--- src/rtl/bky_load_sched.sv ---
// Round-robin arbiter and START/SET_DONE sequencer for the shared BKY load engine,
// with a per-phase watchdog and triple-redundant, majority-voted control registers.
module bky_load_sched #(
   parameter int unsigned TMO_CYCLES = 2048
) (
   input  logic       clk_i,
   input  logic       rst_n_i,
   input  logic [1:0] req_i,
   output logic [1:0] gnt_o,
   output logic [1:0] done_o,
   output logic [1:0] err_o,
   output logic       eng_start_o,
   output logic       eng_rst_o,
   input  logic       eng_done_i,
   output logic       busy_o,
   output logic [2:0] state_o
);

   // Handshake: req_i is a level held until done_o/err_o; gnt_o is one-hot while the engine
   // belongs to that port, and exactly one of done_o/err_o pulses for one cycle as gnt_o drops.
   localparam logic [2:0] S_IDLE    = 3'd0;
   localparam logic [2:0] S_GRANT   = 3'd1;
   localparam logic [2:0] S_RUN     = 3'd2;
   localparam logic [2:0] S_RELEASE = 3'd3;
   localparam logic [2:0] S_ABORT   = 3'd4;
   localparam logic [15:0] TMO_LAST = 16'(TMO_CYCLES - 1);

   typedef struct packed {
      logic        last;
      logic [15:0] timer;
      logic [1:0]  gnt;
      logic [1:0]  done;
      logic [1:0]  err;
      logic        start;
      logic        eng_rst;
      logic        busy;
   } ctl_t;

   localparam ctl_t CTL_RST = '{last: 1'b1, timer: 16'd0, gnt: 2'b00, done: 2'b00,
                                err: 2'b00, start: 1'b0, eng_rst: 1'b0, busy: 1'b0};

   logic [2:0]  state0_q, state1_q, state2_q, state_v, state_d;
   ctl_t        ctl0_q, ctl1_q, ctl2_q, ctl_v, ctl_d;
   logic        tmo_hit;
   logic        win;
   logic [15:0] timer_inc;

   always_ff @(posedge clk_i or negedge rst_n_i) begin
      if (!rst_n_i) begin
         state0_q <= S_IDLE;
         state1_q <= S_IDLE;
         state2_q <= S_IDLE;
         ctl0_q   <= CTL_RST;
         ctl1_q   <= CTL_RST;
         ctl2_q   <= CTL_RST;
      end else begin
         state0_q <= state_d;
         state1_q <= state_d;
         state2_q <= state_d;
         ctl0_q   <= ctl_d;
         ctl1_q   <= ctl_d;
         ctl2_q   <= ctl_d;
      end
   end

   // Bitwise 2-of-3 vote; a single upset copy is outvoted and rewritten on the next edge.
   assign state_v = (state0_q & state1_q) | (state0_q & state2_q) | (state1_q & state2_q);
   assign ctl_v   = ctl_t'((ctl0_q & ctl1_q) | (ctl0_q & ctl2_q) | (ctl1_q & ctl2_q));

   assign tmo_hit   = (ctl_v.timer == TMO_LAST);
   assign timer_inc = (ctl_v.timer == 16'hFFFF) ? ctl_v.timer : ctl_v.timer + 16'd1;
   assign win       = (req_i == 2'b11) ? ~ctl_v.last : req_i[1];

   always_comb begin
      state_d = state_v;
      case (state_v)
         S_IDLE:    if (|req_i) state_d = S_GRANT;
         S_GRANT:   state_d = S_RUN;
         S_RUN: begin
            if (eng_done_i)   state_d = S_RELEASE;
            else if (tmo_hit) state_d = S_ABORT;
         end
         S_RELEASE: begin
            if (!eng_done_i)  state_d = S_IDLE;
            else if (tmo_hit) state_d = S_ABORT;
         end
         S_ABORT:   if (ctl_v.timer == 16'd1) state_d = S_IDLE;
         default:   state_d = S_IDLE;
      endcase
   end

   always_comb begin
      ctl_d      = ctl_v;
      ctl_d.done = 2'b00;
      ctl_d.err  = 2'b00;
      ctl_d.busy = (state_d != S_IDLE);
      case (state_v)
         S_IDLE: begin
            ctl_d.start   = 1'b0;
            ctl_d.eng_rst = 1'b0;
            ctl_d.timer   = 16'd0;
            ctl_d.gnt     = (|req_i) ? (win ? 2'b10 : 2'b01) : 2'b00;
         end
         S_GRANT: begin
            ctl_d.start = 1'b1;
            ctl_d.timer = 16'd0;
         end
         S_RUN: begin
            if (eng_done_i) begin
               ctl_d.start = 1'b0;
               ctl_d.timer = 16'd0;
            end else if (tmo_hit) begin
               ctl_d.start   = 1'b0;
               ctl_d.eng_rst = 1'b1;
               ctl_d.timer   = 16'd0;
            end else begin
               ctl_d.timer = timer_inc;
            end
         end
         S_RELEASE: begin
            ctl_d.start = 1'b0;
            if (!eng_done_i) begin
               ctl_d.done  = ctl_v.gnt;
               ctl_d.gnt   = 2'b00;
               ctl_d.last  = ctl_v.gnt[1];
               ctl_d.timer = 16'd0;
            end else if (tmo_hit) begin
               ctl_d.eng_rst = 1'b1;
               ctl_d.timer   = 16'd0;
            end else begin
               ctl_d.timer = timer_inc;
            end
         end
         S_ABORT: begin
            ctl_d.start = 1'b0;
            // Timer counts the two reset cycles before the error is reported.
            if (ctl_v.timer == 16'd1) begin
               ctl_d.eng_rst = 1'b0;
               ctl_d.err     = ctl_v.gnt;
               ctl_d.gnt     = 2'b00;
               ctl_d.last    = ctl_v.gnt[1];
               ctl_d.timer   = 16'd0;
            end else begin
               ctl_d.timer = timer_inc;
            end
         end
         default: begin
            ctl_d.gnt     = 2'b00;
            ctl_d.start   = 1'b0;
            ctl_d.eng_rst = 1'b0;
            ctl_d.timer   = 16'd0;
         end
      endcase
   end

   assign gnt_o       = ctl_v.gnt;
   assign done_o      = ctl_v.done;
   assign err_o       = ctl_v.err;
   assign eng_start_o = ctl_v.start;
   assign eng_rst_o   = ctl_v.eng_rst;
   assign busy_o      = ctl_v.busy;
   assign state_o     = state_v;

endmodule

--- config.mk ---
export PLATFORM = sky130hd
export DESIGN_NAME = bky_load_sched
export DESIGN_NICKNAME = d
export VERILOG_FILES = /design/src/rtl/bky_load_sched.sv
export SDC_FILE = /design/constraint.sdc
export NUM_CORES = 1
export LEC_CHECK = 0
export CAP_MARGIN = 20
export CORE_UTILIZATION = 30
export DETAILED_ROUTE_END_ITERATION = 8
export GPL_ROUTABILITY_DRIVEN = 0
export PLACE_DENSITY = 0.58
export SYNTH_ARGS = -nofsm -noshare
export SYNTH_HDL_FRONTEND = slang
export SYNTH_SLANG_ARGS = --single-unit
--- constraint.sdc ---
create_clock -name clk_i -period 4.4 [get_ports clk_i]
set_input_delay 1.32 -clock clk_i [delete_from_list [all_inputs] [get_ports clk_i]]
set_output_delay 1.32 -clock clk_i [all_outputs]
set_load 0.005 [all_outputs]
==> out/metrics.yaml, run 1 <==
global_routing:
  grt_overflow_total: 0
  track_usage: 0.138
  grt_start_max_net_pins: 30
  grt_pass1_vias: 1227
  antenna_found_initial: 0
  grt_pass1_wl_um: 5730
worst_setup_path:
  crit_path_end_kind: "register"
  rrSetupSlack_ns: 2.01
  worstSetupStartpointType: "input port"
  r2r_end: "ctl2_q[16]"
  r2r_start: "ctl2_q[9]"
  critPathArrivalTime_ns: 2.93
  critical_path_class: "in2reg"
  worstSetupStartpoint: "eng_done_i"
  crit_required_ns: 4.58
  rr_worst_depth: 6
  crit_end: "ctl2_q[24]"
  cp_max_fo: 16
layout:
  drive_above_1_share: 0.0778
  nNetsFinal: 186
  diodes: 0
  fillerInstances: 522
  syn_to_final_growth_pct: 20.0
  fin_cells: 247
floorplanning:
  start_util: 0.322
  core-area_um2: 4880
  rows: 25
  die_h_um: 74.3
  top_level_ports: 17
  die-area_um2: 5520
  die_x_um: 74.3
sta:
  setup_viol: 0
  tightestPinTransition_ns: 0.502
  max_freq_mhz: 364
  slew_headroom: 0.663
  rsz0062_at_grt: "false"
  finalHoldViolations: 0
  layout_min_cycle_time_ns: 2.74
  final.setup.tns_ns: 0
  finalCritPeriodShare: 0.624
  finClkSkew_ns: 0.00709
  slew_viol_final: 0
logic_synthesis:
  synth-seq-cells: 29
  synthArstFlopShare: 1.00
  syn_area_per_cell_um2: 9.45
  synthFlopType: "dfrtp_1"
  ys_types: 43
  synthCells: 166
  syn-num-nets: 173
  synth_area_um2: 1570
  synth-edff-count: 0
  ys_seq_area_frac: 0.463
  synth-warning-count: 0
drt:
  wl_per_cell_um: 13.4
  vias: 1271
  drtIter0Drc: 101
  firstDrtPassIters: 4
  wl_um: 3310
  vias_per_cell: 5.15
  drcViolationCount: 0
  ant_nets: 0
placed_design:
  place_inst: 239
  io_buffers: 16
  dp_hpwl_um: 2280
clocking:
  htreeDepth: 2
  numCtsBuffers: 5
  cts.repair.resized: 0
  clock_latency_ns: 0.28
  clock_sinks: 29
  clock_path_buffers: 2
  tritoncts: "built"
  holdBufCountCts: 0
  clk_pin_slew_worst_paths_ns: 0.07
  cts_setup_buffers: 0
  cts-root-buf: "clkbuf_8"
run_status:
  status: "completed"
power:
  max-vdd-ir-drop_mv: 0.349
  p_leak_nw: 0.759
  p_per_area_nw_per_um2: 487
run:
  cap_violations: 0
hold_path:
  hp-class: "reg2reg"
[synth_stat cells (2+ instances only)]
cell	count	area, um^2
o21ai_0	4	20.0
nand4_1	4	25.0
nand2b_1	2	12.5
nor2_1	22	82.6
a21oi_1	5	25.0
nand3_1	7	35.0
buf_4	6	45.0
a211oi_1	5	37.5
and3_1	5	31.3
and4_1	2	17.5
xor2_1	4	35.0
nor3_1	7	35.0
nor3b_1	4	30.0
or4_4	2	22.5
dfrtp_1	28	701
inv_1	4	15.0
ha_1	2	25.0
and2_1	4	25.0
nand2_1	12	45.0
nor2b_1	2	12.5
clkbuf_1	4	15.0
a31oi_1	4	25.0
xnor2_1	4	35.0
a311oi_1	2	17.5
o211ai_1	2	15.0
nor4_1	2	12.5
[worst max-delay path, stage by stage]
cell and delay [ns]:
clkdlybuf4s50_1 0.57, xor2_1 0.23, nor3_1 0.35, a21oi_4 0.22, a311oi_1 0.24
[how the worst min path moves through the flow]
stage / start / endpoint / slack [ns] / cells after the start
after floorplan: ctl2_q[19] / ctl2_q[19] / 0.49 / 1
after global placement: ctl2_q[2] / ctl2_q[2] / 0.54 / 2
after detailed placement: ctl2_q[19] / ctl2_q[19] / 0.53 / 1
after CTS: ctl2_q[19] / ctl2_q[19] / 0.54 / 1
after global routing: ctl2_q[19] / ctl2_q[19] / 0.55 / 1
final: ctl2_q[19] / ctl2_q[19] / 0.54 / 1
[metal layers]
layer | global-route usage | wire [um] | vias to the layer above
met2 | 0.215 | 1530 | 28
met3 | 0.0366 | 160 | 6
li1 | - | - | 626
met4 | 0.0734 | 59 | 0
met5 | 0 | 0 | -
met1 | 0.175 | 1560 | 611
[power by group]
group	switching, mW	internal [mW]
logic	0.121	0.112
clock network	0.107	0.225
registers	0.0482	0.304
total	0.276	0.642
[stage by stage]
stage	instance area, um^2	power (mW)	hold WS [ns]	worst slack (ns)	utilization
global placement	1750	0.590	0.537	1.40	0.358
floorplan	1570	0.516	0.490	1.92	-
detailed placement	1750	0.594	0.525	1.35	0.358
global route	1880	0.977	0.548	1.51	0.386
finish	1880	0.918	0.537	1.66	0.386
CTS	1880	0.930	0.541	1.65	0.386
[area by class of cell]
class,count,area (um^2),share of cell area
clock buffer,5,68.8,0.0365
clock inverter,3,65.1,0.0346
inverter,4,15.0,0.00797
multi-input combinational,122,756,0.401
sequential,29,727,0.386
tap,67,83.8,0.0445
timing repair buffer,17,168,0.0890
[layout by cell type (no fill, tap or decap), drive strengths merged, types with 4 or more instances in the layout]
cell           Yosys  final
nor2              22     22
nor3b              4      4
a21oi              6      6
dfrtp             28     28
and2               4      4
clkbuf             4      5
inv                4      4
nand3              7      7
xnor2              4      4
clkdlybuf4s50      0     16
and3               5      5
a31oi              4      4
o21ai              4      4
a211oi             5      5
nor3               7      7
xor2               4      4
nand2             12     12
nand4              4      4
[flip-flops by register name (all words and copies together) (netlist names), named ones only]
signal    flops
ctl2_q       25
state2_q      3
[logic make-up after synthesis]
kind of cell / share of synthesized area
and+or+nand+nor: 0.278
AOI/OAI and AO/OA: 0.143
DFF: 0.463
buffers and inverters: 0.0550
xor gates and xnor gates: 0.0447
adders and majority gates: 0.0159
Note: power is estimated with default switching activity, not from simulation.
==> inputs of run 2 (changes only) <==
==> constraint.sdc (replaced) <==
create_clock -name clk_i -period 2.7 [get_ports clk_i]
set_input_delay 0.81 -clock clk_i [delete_from_list [all_inputs] [get_ports clk_i]]
set_output_delay 0.81 -clock clk_i [all_outputs]
set_load 0.005 [all_outputs]
==> run 2 against run 1 <==
Non-clock buffer count grew 2. Hold slack gained 0.0094 ns. Register-to-register slack lost 1.6 ns. Clock-buffer cell count grew 2. Critical path depth grew 1.
==> out/metrics.yaml, run 2 (synthesized netlist as in run 1, its figures left out) <==
global_routing:
  grt_overflow_total: 0
  grt_start_max_net_pins: 30
  antenna_found_initial: 0
  grt_pass1_wl_um: 5220
  track_usage: 0.129
  grt_pass1_vias: 1156
sta:
  setup_viol: 0
  slew_viol_final: 0
  final.setup.tns_ns: 0
  tightestPinTransition_ns: 0.475
  finClkSkew_ns: 0.00563
  finalHoldViolations: 0
  setup_slack_ns: 0.427
  slew_headroom: 0.681
  rsz0062_at_grt: "false"
  layout_min_cycle_time_ns: 2.27
  max_freq_mhz: 440
  whs_ns: 0.547
  finalCritPeriodShare: 0.842
floorplanning:
  top_level_ports: 17
  die_x_um: 74.3
  die_h_um: 74.3
  rows: 25
  core-area_um2: 4880
  start_util: 0.322
  die-area_um2: 5520
placed_design:
  dp_hpwl_um: 2240
  io_buffers: 16
  place_ws_ns: 0.356
  place_inst: 241
clocking:
  numCtsBuffers: 5
  cts-root-buf: "clkbuf_8"
  cts.repair.resized: 0
  clock_latency_ns: 0.28
  holdBufCountCts: 0
  htreeDepth: 2
  cts_setup_buffers: 0
  clock_path_buffers: 2
  clock_sinks: 29
  clk_pin_slew_worst_paths_ns: 0.06
  tritoncts: "built"
worst_setup_path:
  worstSetupStartpointType: "register"
  rr_worst_depth: 6
  critPathArrivalTime_ns: 2.42
  r2r_start: "ctl2_q[9]"
  critical_path_class: "reg2reg"
  rrSetupSlack_ns: 0.43
  r2r_end: "ctl2_q[11]"
  cp_max_fo: 16
  crit_required_ns: 2.85
  crit_path_end_kind: "register"
drt:
  vias: 1279
  firstDrtPassIters: 4
  wl_um: 3200
  wl_per_cell_um: 12.9
  drcViolationCount: 0
  ant_nets: 0
  vias_per_cell: 5.14
  drtIter0Drc: 92
layout:
  reg_top3: "ctl2_q: 25 flops, state2_q: 3 flops"
  syn_to_final_growth_pct: 19.9
  diodes: 0
  largest_reg_flops: 25
  largest-register: "ctl2_q"
  fillerInstances: 517
  nNetsFinal: 188
  fin_cells: 249
  drive_above_1_share: 0.0824
  final_common_cell: "dfrtp_1"
  final_cell_mix: "dfrtp_1, nor2_1, clkdlybuf4s50_1"
power:
  p_per_area_nw_per_um2: 755
  max-vdd-ir-drop_mv: 0.310
  p_leak_nw: 0.759
run_status:
  status: "completed"
hold_path:
  hp-class: "reg2reg"
  holdCritStartpoint: "ctl2_q[2]"
  min_to: "ctl2_q[2]"
  holdPathStages: 2
run:
  cap_violations: 0
-- run 2: changes by cell type in the layout (fill, tap and decap cells not counted), sizes merged --
cell | previous run | this run
clkbuf | 5 | 7
buf | 1 | 3
bufinv | 2 | 1
clkinv | 1 | 0
-- run 2: worst max path at each step --
stage	cells after the start	from	end
after global placement	5	eng_done_i	ctl2_q[24]
after CTS	6	ctl2_q[9]	ctl2_q[11]
final	6	ctl2_q[9]	ctl2_q[11]
after floorplan	7	ctl2_q[9]	ctl2_q[10]
after global routing	6	ctl2_q[9]	ctl2_q[16]
after detailed placement	5	eng_done_i	ctl2_q[22]
-- run 2: routing by layer --
metal | global-route usage | part of all wire | vias to the layer above
met1 | 0.164 | 0.47 | 616
met5 | 0 | 0 | -
li1 | - | - | 631
met2 | 0.195 | 0.46 | 25
met4 | 0.0734 | 0.021 | 0
met3 | 0.0393 | 0.049 | 7
-- run 2: report_power, final --
group	internal [mW]	switching [mW]
Sequential	0.496	0.0769
Clock	0.300	0.165
Combinational	0.185	0.197
-- run 2: area by class of cell --
| class | instances | area [um^2] | share of cell area |
|---|---|---|---|
| tap | 67 | 83.8 | 0.0446 |
| clock buffer | 7 | 86.3 | 0.0459 |
| inverter | 4 | 15.0 | 0.00798 |
| multi-input combinational | 122 | 756 | 0.402 |
| sequential | 29 | 727 | 0.387 |
| timing repair buffer | 19 | 183 | 0.0971 |
| clock inverter | 1 | 30.0 | 0.0160 |
-- run 2: per-stage QoR --
stage | power, mW | util | area, um^2
2_1_floorplan | 0.841 | - | 1570
3_3_place_gp | 0.960 | 0.362 | 1760
3_5_place_dp | 0.964 | 0.362 | 1760
4_1_cts | 1.43 | 0.385 | 1880
5_1_grt | 1.51 | 0.385 | 1880
6_report | 1.42 | 0.385 | 1880
-- run 2: worst max-delay path: stages, from the launching register on --
cell and delay [ns]:
dfrtp_1 0.42, ha_1 0.24, nand3_1 0.10, or2_1 0.29
or4_4 0.53, a21oi_4 0.42, nor3_1 0.12
==> inputs of run 3 (changes only) <==
==> constraint.sdc (replaced) <==
create_clock -name clk_i -period 2.18 [get_ports clk_i]
set_input_delay 0.654 -clock clk_i [delete_from_list [all_inputs] [get_ports clk_i]]
set_output_delay 0.654 -clock clk_i [all_outputs]
set_load 0.005 [all_outputs]
==> run 3 against run 2 <==
Via count up 4.8%. Highest routed layer unchanged. Worst setup slack worse by 0.31 ns. Flip-flop and latch count unchanged.
==> out/metrics.yaml, run 3 (synthesized netlist as in run 1, its figures left out) <==
run_status:
  status: "completed"
clocking:
  clock_latency_ns: 0.28
  tritoncts: "built"
  cts_setup_buffers: 0
  numCtsBuffers: 5
  clk_pin_slew_worst_paths_ns: 0.07
  clock_sinks: 29
  clock_path_buffers: 2
  cts-root-buf: "clkbuf_8"
  htreeDepth: 2
  holdBufCountCts: 0
worst_setup_path:
  critical_path_class: "reg2out"
  rrSetupSlack_ns: 0.13
  cpPeakStageDelay_ns: 0.57
  path_cells: "clkdlybuf4s50_1"
  worstSetupStartpointType: "register"
  r2r_end: "ctl2_q[11]"
  r2r_start: "ctl2_q[9]"
  slowest_stage: "clkdlybuf4s50_1"
  critPathArrivalTime_ns: 1.41
  crit_required_ns: 1.53
  crit_path_end_kind: "output port"
  cp_max_fo: 12
  rr_worst_depth: 6
  cp_num_buf_inv: 1
  path_delay_family: "buffers and inverters"
sta:
  rsz0062_at_grt: "false"
  setup_slack_ns: 0.121
  slew_viol_final: 0
  finClkSkew_ns: 0.00578
  final.setup.tns_ns: 0
  layout_min_cycle_time_ns: 2.06
  finalHoldViolations: 0
  finalCritPeriodShare: 0.945
  slew_headroom: 0.758
  setup_viol: 0
  tightestPinTransition_ns: 0.360
  max_freq_mhz: 486
floorplanning:
  top_level_ports: 17
  die_h_um: 74.3
  rows: 25
  start_util: 0.322
  die-area_um2: 5520
  core-area_um2: 4880
  die_x_um: 74.3
layout:
  nNetsFinal: 203
  diodes: 0
  final_common_cell: "dfrtp_1"
  final_cell_mix: "dfrtp_1, nor2_1, buf_4"
  syn_to_final_growth_pct: 26.5
  drive_above_1_share: 0.157
  reg_top3: "ctl2_q: 25 flops, state2_q: 3 flops"
  final_core_util: 0.407
  finalInstanceArea_um2: 1980
  largest_reg_flops: 25
  largest-register: "ctl2_q"
drt:
  drcViolationCount: 0
  vias: 1340
  firstDrtPassIters: 4
  drtIter0Drc: 48
  vias_per_cell: 5.08
  wl_um: 3480
  wl_per_cell_um: 13.2
  ant_nets: 0
placed_design:
  io_buffers: 16
  placed_area_um2: 1890
  dp_hpwl_um: 2450
  place_ws_ns: 0.0578
global_routing:
  grt_start_max_net_pins: 30
  track_usage: 0.141
  grt_pass1_wl_um: 5890
  grt_pass1_vias: 1308
  grt_overflow_total: 0
  antenna_found_initial: 0
power:
  max-vdd-ir-drop_mv: 0.459
  p_per_area_nw_per_um2: 864
  p_leak_nw: 0.828
  p_total_mw: 1.72
run:
  cap_violations: 0
hold_path:
  hp-class: "reg2reg"
  min_to: "ctl2_q[2]"
  holdCritStartpoint: "ctl2_q[2]"
  holdPathStages: 2
[run 3: area by class of cell]
cell class,count,area (um^2)
Fill cell,501,2900
Multi-Input combinational cell,122,764
Sequential cell,29,727
Timing Repair Buffer,34,308
Tap cell,67,83.8
Clock buffer,5,68.8
Clock inverter,3,17.5
Inverter,4,15.0
[run 3: repair_timing]
action                     in CTS  in global routing
gates resized for setup         0                  1
setup endpoints to repair       0                  1
hold endpoints to repair        0                  0
[run 3: routing by layer]
metal  global-route usage  up-vias  wire length, um
met3               0.0352        7              147
met5                    0        -                0
met4               0.0692        0               51
met1                0.175      644             1670
li1                     -      659                -
met2                0.229       30             1610
[run 3: worst max-delay path by stage]
stage	startpoint	to	slack [ns]	cells past startpoint
4_1_cts	ctl2_q[15]	ctl2_q[0]	0.10	6
2_1_floorplan	ctl2_q[9]	ctl2_q[10]	0.09	7
5_1_grt	state2_q[0]	state_o[0]	0.04	1
6_report	state2_q[0]	state_o[0]	0.12	1
3_5_place_dp	eng_done_i	ctl2_q[21]	0.06	7
3_3_place_gp	eng_done_i	ctl2_q[21]	0.07	7
[run 3: where the power goes]
group          leakage, nW  internal [mW]  switching [mW]
Clock               0.0439          0.220           0.217
Sequential           0.389          0.614          0.0808
Combinational        0.396          0.305           0.279
[run 3: metrics by stage]
stage / cells / hold slack [ns]
4_1_cts: 264 / 0.536
5_1_grt: 264 / 0.567
3_5_place_dp: 256 / 0.520
3_3_place_gp: 256 / 0.530
2_1_floorplan: 166 / 0.358
6_report: 264 / 0.541
